===== config.mk =====
export PLATFORM = sky130hd
export DESIGN_NAME = dst4_row_seq
export DESIGN_NICKNAME = d
export VERILOG_FILES = /design/src/rtl/dst_pkg.sv /design/src/rtl/dst4_row_seq_mac_4.sv /design/src/rtl/dst4_row_seq.sv
export SDC_FILE = /design/constraint.sdc
export NUM_CORES = 1
export LEC_CHECK = 0
export ABC_AREA = 0
export CORE_ASPECT_RATIO = 0.5
export CORE_UTILIZATION = 55
export DETAILED_ROUTE_END_ITERATION = 8
export PLACE_DENSITY = 0.76
export REMOVE_ABC_BUFFERS = 1
export SYNTH_ARGS = -nofsm -noshare
export SYNTH_HDL_FRONTEND = slang
export SYNTH_SLANG_ARGS = --single-unit

===== constraint.sdc =====
create_clock -name clk -period 10.4 [get_ports clk]
set_clock_uncertainty 0.1 [all_clocks]
set_input_delay 1.56 -clock clk [delete_from_list [all_inputs] [get_ports clk]]
set_output_delay 1.56 -clock clk [all_outputs]
set_load 0.1 [all_outputs]

===== src/rtl/dst_pkg.sv =====
// Shared definitions for the DST-VII row sequencer: coefficient table, FSM
// states and the round/saturate helper applied to each row sum.
package dst_pkg;

  localparam int DST4_COEFF [0:3][0:3] = '{
    '{29,  55,  74,  84},
    '{74,  74,   0, -74},
    '{84, -29, -74,  55},
    '{55, -84,  74, -29}
  };

  typedef enum logic {
    IDLE = 1'b0,
    RUN  = 1'b1
  } state_t;

  // Round half toward +inf, arithmetic right shift, clamp to a res_w-bit signed range.
  // 64-bit working width keeps the rounding add free of overflow for any sane y.
  function automatic logic signed [63:0] rnd_sat(input logic signed [63:0] y,
                                                 input int shift,
                                                 input int res_w);
    logic signed [63:0] r;
    logic signed [63:0] hi;
    logic signed [63:0] lo;
    r  = (y + (64'sd1 <<< (shift - 1))) >>> shift;
    hi = (64'sd1 <<< (res_w - 1)) - 64'sd1;
    lo = -(64'sd1 <<< (res_w - 1));
    if (r > hi)      rnd_sat = hi;
    else if (r < lo) rnd_sat = lo;
    else             rnd_sat = r;
  endfunction

endpackage


===== src/rtl/dst4_row_seq_mac_4.sv =====
// Combinational 4-tap signed multiply-accumulate: y = sum x[i]*c[i].
module mac_4 #(
  parameter int IN_W    = 12,
  parameter int COEFF_W = 8,
  parameter int OUT_W   = IN_W + COEFF_W + 2
) (
  input  logic [0:3][IN_W-1:0]    x,
  input  logic [0:3][COEFF_W-1:0] c,
  output logic signed [OUT_W-1:0] y
);

  always_comb begin
    y = '0;
    for (int i = 0; i < 4; i++) begin
      y = y + OUT_W'($signed(x[i])) * OUT_W'($signed(c[i]));
    end
  end

endmodule


===== src/rtl/dst4_row_seq.sv =====
// Steps one captured 4-sample block through the 4 DST-VII rows on a single
// mac_4, one row per accepted output slot, emitting rounded/saturated results.
//
// state | meaning
// IDLE  | waiting for a block, in_ready=1
// RUN   | row k of xbuf is on the MAC; loads the output register when it is free
module dst4_row_seq
  import dst_pkg::*;
#(
  parameter int IN_W    = 12,
  parameter int COEFF_W = 8,
  parameter int OUT_W   = IN_W + COEFF_W + 2,
  parameter int SHIFT   = 7,
  parameter int RES_W   = 16
) (
  input  logic                 clk,
  input  logic                 rst,
  input  logic                 in_valid,
  output logic                 in_ready,
  input  logic [0:3][IN_W-1:0] in_x,
  output logic                 out_valid,
  input  logic                 out_ready,
  output logic [RES_W-1:0]     out_data,
  output logic [1:0]           out_idx,
  output logic                 out_last
);

  state_t                   state;
  state_t                   state_nxt;
  logic [1:0]               k;
  logic [0:3][IN_W-1:0]     xbuf;
  logic [0:3][COEFF_W-1:0]  coeff;
  logic signed [OUT_W-1:0]  y;
  logic                     load;
  logic                     run_load;
  logic                     blk_end;
  logic                     accept;

  always_comb begin
    for (int j = 0; j < 4; j++) begin
      coeff[j] = COEFF_W'(DST4_COEFF[k][j]);
    end
  end

  mac_4 #(
    .IN_W    (IN_W),
    .COEFF_W (COEFF_W),
    .OUT_W   (OUT_W)
  ) u_mac (
    .x (xbuf),
    .c (coeff),
    .y (y)
  );

  // The last row's load frees the block buffer, so the next block can be taken
  // in the same cycle; this keeps back-to-back blocks free of bubbles.
  assign load     = !out_valid || out_ready;
  assign run_load = (state == RUN) && load;
  assign blk_end  = run_load && (k == 2'd3);
  assign in_ready = !rst && ((state == IDLE) || blk_end);
  assign accept   = in_valid && in_ready;

  always_comb begin
    state_nxt = state;
    case (state)
      IDLE: if (accept) state_nxt = RUN;
      RUN:  if (blk_end && !accept) state_nxt = IDLE;
      default: state_nxt = IDLE;
    endcase
  end

  always_ff @(posedge clk or posedge rst) begin
    if (rst) state <= IDLE;
    else     state <= state_nxt;
  end

  always_ff @(posedge clk or posedge rst) begin
    if (rst) begin
      k         <= 2'd0;
      xbuf      <= '0;
      out_valid <= 1'b0;
      out_data  <= '0;
      out_idx   <= 2'd0;
      out_last  <= 1'b0;
    end else begin
      if (accept) xbuf <= in_x;
      // k wraps 3->0 on the last row, which also serves a same-cycle new block
      if (run_load)    k <= k + 2'd1;
      else if (accept) k <= 2'd0;
      if (run_load) begin
        out_data  <= RES_W'(rnd_sat(64'(y), SHIFT, RES_W));
        out_idx   <= k;
        out_last  <= (k == 2'd3);
        out_valid <= 1'b1;
      end else if (out_ready) begin
        out_valid <= 1'b0;
      end
    end
  end

endmodule

# Word level (Yosys, flattened, before mapping)
# Cells that the tools add are included.
# totals
regBits	71
input_bits	52
output_inout_bits	21
word_cells	49
# op_classes
n_addsub	5
multipliers	4
n_lt_le_gt_ge	3
n_eq_ne	1
n_mux	12
n_bitwise	2
n_reduce_logical	12
# ops
cell	count
binary-select mux 128 bit (select 2 bit)	1
two-way mux 104 bit	2
multiplier 12 x 8 -> 20 bit	4
adder 22 bit	2
two-way mux 16 bit	2
adder 22 x 8 -> 23 bit, second input constant	1
adder 22 x 20 -> 22 bit	1
greater-than comparator 16 bit, second input constant	1
less-than comparator 16 bit, second input constant	1
logical AND 1 bit	5
two-way mux 1 bit	4
two-way mux 2 bit	2
nonzero test 2 bit	2
greater-or-equal comparator 3 bit, second input constant	1
logical NOT 1 bit	3
inverter 2 -> 3 bit	1
adder 2 x 1 -> 2 bit, second input constant	1
equality test 2 bit, second input constant	1
logical OR 1 bit	2
case mux 1 bit (2 select lines)	1
inverter 1 bit	1

# Longest topological paths before layout
# logic_depth
ltp_word	12
mapped_depth	44
mapped_depth_nobuf	41

# Cells and area by module
# From an unflattened synthesis, not the netlist that was laid out.
# hier_totals
hier_cells	1790
hier_area_um2	17898.4
# by_module_without_submodules
mod	instances	cells_each	area_each_um2	seq_area_each_um2
mac_4	1	1556	14809.2	0.0
dst4_row_seq	1	234	3089.2	1776.7

# Worst setup path after synthesis
# OpenSTA, ideal clock, no wires.
# synth_timing
path_kind	register to register
start	register k[1]
end	register out_data[12]
setup_time_ns	0.126
t_arrival_ns	10.116
t_required_ns	10.174
path_slack_ns	0.058
path_stages_with_launch	42
path_buffers	2
period_less_slack_ns	10.342
path_cell_list	dfrtp_1 > clkinv_1 > ha_1 > clkbuf_1 > clkbuf_1 > nor2b_1 > fa_1 > inv_1 > fa_1 > inv_1 > fa_1 > inv_1 > fa_1 > inv_1 > ha_1 > a21oi_1 > o21bai_1 > a21oi_1 > [... 6 more ...] > inv_1 > fa_1 > inv_1 > fa_1 > inv_1 > fa_1 > inv_1 > ha_1 > and2_1 > and4_1 > nand3_1 > nor3_1 > nor3_1 > nor3_1 > nor4b_2 > nand2_1 > xnor2_1 > mux2_2
# synth_between
elab_chain_cells	12
word_cells_on_any_way	16
cone_classes	4 x add/sub; 4 x mul; 2 x order compare; 5 x mux; 1 x bitwise
# synth_lines
element	line	source
from (decl)	dst4_row_seq.sv:30	logic [1:0] k;
from (signal assigned)	dst4_row_seq.sv:88	if (run_load) k <= k + 2'd1;
inverter 2 -> 3 bit (not written as such) (*)	dst4_row_seq.sv:41	coeff[j] = COEFF_W'(DST4_COEFF[k][j]);
binary-select mux 128 bit (select 2 bit) (*)	dst4_row_seq.sv:41	
two-way mux 104 bit (not written as such) (*) (2 in series)	dst4_row_seq.sv:41	
multiplier 12 x 8 -> 20 bit	dst4_row_seq_mac_4.sv:15	y = y + OUT_W'($signed(x[i])) * OUT_W'($signed(c[i]));
adder 22 bit (2 in series)	dst4_row_seq_mac_4.sv:15	
adder 22 x 20 -> 22 bit (*)	dst4_row_seq_mac_4.sv:15	
adder 22 x 8 -> 23 bit (*)	dst_pkg.sv:25	r = (y + (64'sd1 <<< (shift - 1))) >>> shift;
less-than comparator 16 bit	dst_pkg.sv:29	else if (r < lo) rnd_sat = lo;
two-way mux 16 bit	dst_pkg.sv:29	
two-way mux 16 bit (*)	dst_pkg.sv:28	if (r > hi) rnd_sat = hi;
to (signal assigned)	dst4_row_seq.sv:91	out_data <= RES_W'(rnd_sat(64'(y), SHIFT, RES_W));
to (decl)	dst4_row_seq.sv:23	output logic [RES_W-1:0] out_data,
# Every way passes the cells marked *; elsewhere a longest branch is shown, timed or not. The select of a mux whose other input is x is not followed.
# A chain may end at the register's enable or synchronous reset.

# Worst setup path after layout
# Same ends and word-level chain as after synthesis.

==> out/metrics.yaml <==
timing:
  max_freq_mhz: 101
  slew_headroom_pct: 34.0
  drv_slew: 0
  fin_crit_ns: 9.94
  hold_viol: 0
  finalCritPeriodShare_pct: 95.6
  final-setup-viol-count: 0
  worstMarginPinSlew_ns: 0.986
  rsz0062_at_grt: "true"
  worst_hold_slack_ns: 0.382
grt:
  track_usage_pct: 25.1
  grt_max_degree: 52
  grt_overflow_total: 0
  grt_pass1_vias: 12800
  grt_pass1_wl_um: 63500
  antenna_found_initial: 1
yosys:
  synth_top_area_share_pct: 37.6
  synthArstFlopShare_pct: 100
  synth_top_cell_by_area: "fa_1"
  synth_top_flop_cell: "dfrtp_1"
  avgSynthCellArea_um2: 9.45
  synth.yosys.seq_area_share_pct: 10.1
  ys_seq_elements: 71
  yosysWarnings: 0
  synthCells: 1862
  synth_area_leaders: "fa_1 38%, ha_1 14%, inv_1 11%, dfrtp_1 10%, nor2b_1 4.0%"
  yosysUniqueCellTypes: 65
  synth_edf_count: 0
  synth_area_um2: 17600
route:
  drt_iter0_markers: 744
  route.detailed.drc: 0
  wirelength_um: 37000
  num_vias: 12100
  dr.pass1.iters: 5
  avgRoutedWirePerCell_um: 15.7
  vias_per_cell: 5.16
  drtAntennaViolNets: 0
finish:
  nets: 2497
  insertedDiodeCount: 0
  syn_to_final_growth_pct: 9.26
  final_util_pct: 62.2
  final_cell_mix: "516 x inv_1, 331 x fa_1, 190 x ha_1"
  mostFrequentLayoutCell: "inv_1"
  drive_gt1_share_pct: 5.66
critical_path:
  r2r_start: "k[1]$_DFFE_PP0P_"
  rr_worst_depth: 39
  r2r-end: "out_data[12]$_DFFE_PP0P_"
  cp_max_fo: 14
  crit_end: "out_data[12]$_DFFE_PP0P_"
  worstSetupPathType: "reg -> reg"
  slowest_delay_ns: 0.54
  reg2reg_slack_ns: 0.46
  startpoint_type: "register"
  cp.arrival_ns: 10.09
  worstSetupEndpointType: "register"
  required_ns: 10.56
  cp.depth: 39
  crit_buf_inv: 10
  crit_path_top_delay_cell: "fa_1"
  path_delay_family: "adder cells"
  startpoint: "k[1]$_DFFE_PP0P_"
job:
  drv_cap: 0
placed_design:
  portBuffers: 72
  dpl.hpwl_um: 31000
  gp_congestion: 0.899
outcome:
  status: "finished, final reports clean"
clocking:
  cts_resized: 0
  cts_root_buffer: "clkbuf_16"
  htreeDepth: 3
  tritoncts: "yes"
  cts_buffer_depth: 2
  post_cts_buffers: 0
  numCtsBuffers: 9
  clk_latency_ns: 0.38
  holdBufCountCts: 0
  clkTransAtPathRegs_ns: 0.07
  clock-sinks: 71
floorplanning:
  start_util_pct: 57.0
  core_area_um2: 30900
  io_pins: 73
  rows: 45
  die_h_um: 129
  dieWidth_um: 255
  dieArea_um2: 32800
worst_hold_path:
  min_path_type: "reg -> reg"
==> registers in the layout, indices dropped and copies added (netlist names) <==
signal / cells
k: 2
out_data: 16
out_idx: 2
out_last: 1
out_valid: 1
state: 1
xbuf: 48
==> synthesized netlist by cell type, drive strengths merged, types with 3 or more instances <==
| library cell | n |
|---|---|
| a21o | 14 |
| a211oi | 3 |
| o21a | 3 |
| nand2 | 84 |
| nor3 | 14 |
| nand4 | 6 |
| dfrtp | 71 |
| fa | 331 |
| or3 | 6 |
| a211o | 3 |
| o211ai | 6 |
| clkbuf | 40 |
| nand2b | 71 |
| o21bai | 11 |
| and2 | 70 |
| a21oi | 38 |
| o21ai | 29 |
| mux2 | 50 |
| ha | 192 |
| xnor2 | 66 |
| nand3 | 23 |
| inv | 518 |
| and3 | 5 |
| xor2 | 27 |
| nor2 | 31 |
| or2 | 3 |
| nor2b | 112 |
==> cell families (layout without fill, tap and decap cells) <==
family / count (synthesis) / in the layout / share of synthesized area [%]
AO/OA/AOI/OAI: 129 / 129 / 4.84
XOR/XNOR: 93 / 93 / 4.71
adder cells (fa/ha/maj): 523 / 523 / 51.3
buffers and inverters: 561 / 626 / 12.0
flip-flops: 71 / 71 / 10.1
multiplexers: 51 / 51 / 3.26
AND/OR/NAND/NOR: 434 / 434 / 13.9
==> layout make-up <==
cell class | instances | area, um^2
clock buffer | 11 | 233
sequential | 71 | 1780
timing repair buffer | 91 | 873
tap | 423 | 529
inverter | 519 | 1950
clock inverter | 5 | 106
multi-input combinational | 1230 | 13800
fill | 2556 | 11700
==> metal layers <==
metal  global-route usage (%)  vias to the layer above  routed length [um]
met4                     5.71                        0                 569
met2                     40.0                      278               17000
met1                     35.6                     6125               17300
li1                         -                     5680                   -
met5                        0                        -                   0
met3                     4.94                       40                2130
==> worst min-delay path, stage by stage (launching register included) <==
cell and delay, ns:
dfrtp_1 0.34, nand2_1 0.05, o21ai_0 0.06
==> worst min-delay path by stage <==
stage | from | to | slack (ns) | depth (start not counted)
global route | out_data[8]$_DFFE_PP0P_ | out_data[8]$_DFFE_PP0P_ | 0.42 | 2
CTS | out_data[1]$_DFFE_PP0P_ | out_data[1]$_DFFE_PP0P_ | 0.38 | 2
global placement | out_data[1]$_DFFE_PP0P_ | out_data[1]$_DFFE_PP0P_ | 0.37 | 2
floorplan | xbuf[19]$_DFFE_PP0P_ | xbuf[19]$_DFFE_PP0P_ | 0.42 | 1
finish | out_data[1]$_DFFE_PP0P_ | out_data[1]$_DFFE_PP0P_ | 0.38 | 2
detailed placement | out_data[1]$_DFFE_PP0P_ | out_data[1]$_DFFE_PP0P_ | 0.37 | 2
==> through the flow <==
stage | area (um^2) | TNS (ns) | setup slack, ns | cells
after floorplan | 17400 | -4.97 | -0.919 | 1820
after global placement | 18800 | 0 | 0.368 | 2334
after detailed placement | 18800 | 0 | 0.118 | 2334
after CTS | 19200 | 0 | 0.0727 | 2350
after global routing | 19200 | -0.0499 | -0.0391 | 2350
final | 19200 | 0 | 0.462 | 2350
Power is left out: the tool's default activity adds up to more than one toggle a clock period on the data nets, which glitch-free logic cannot reach.
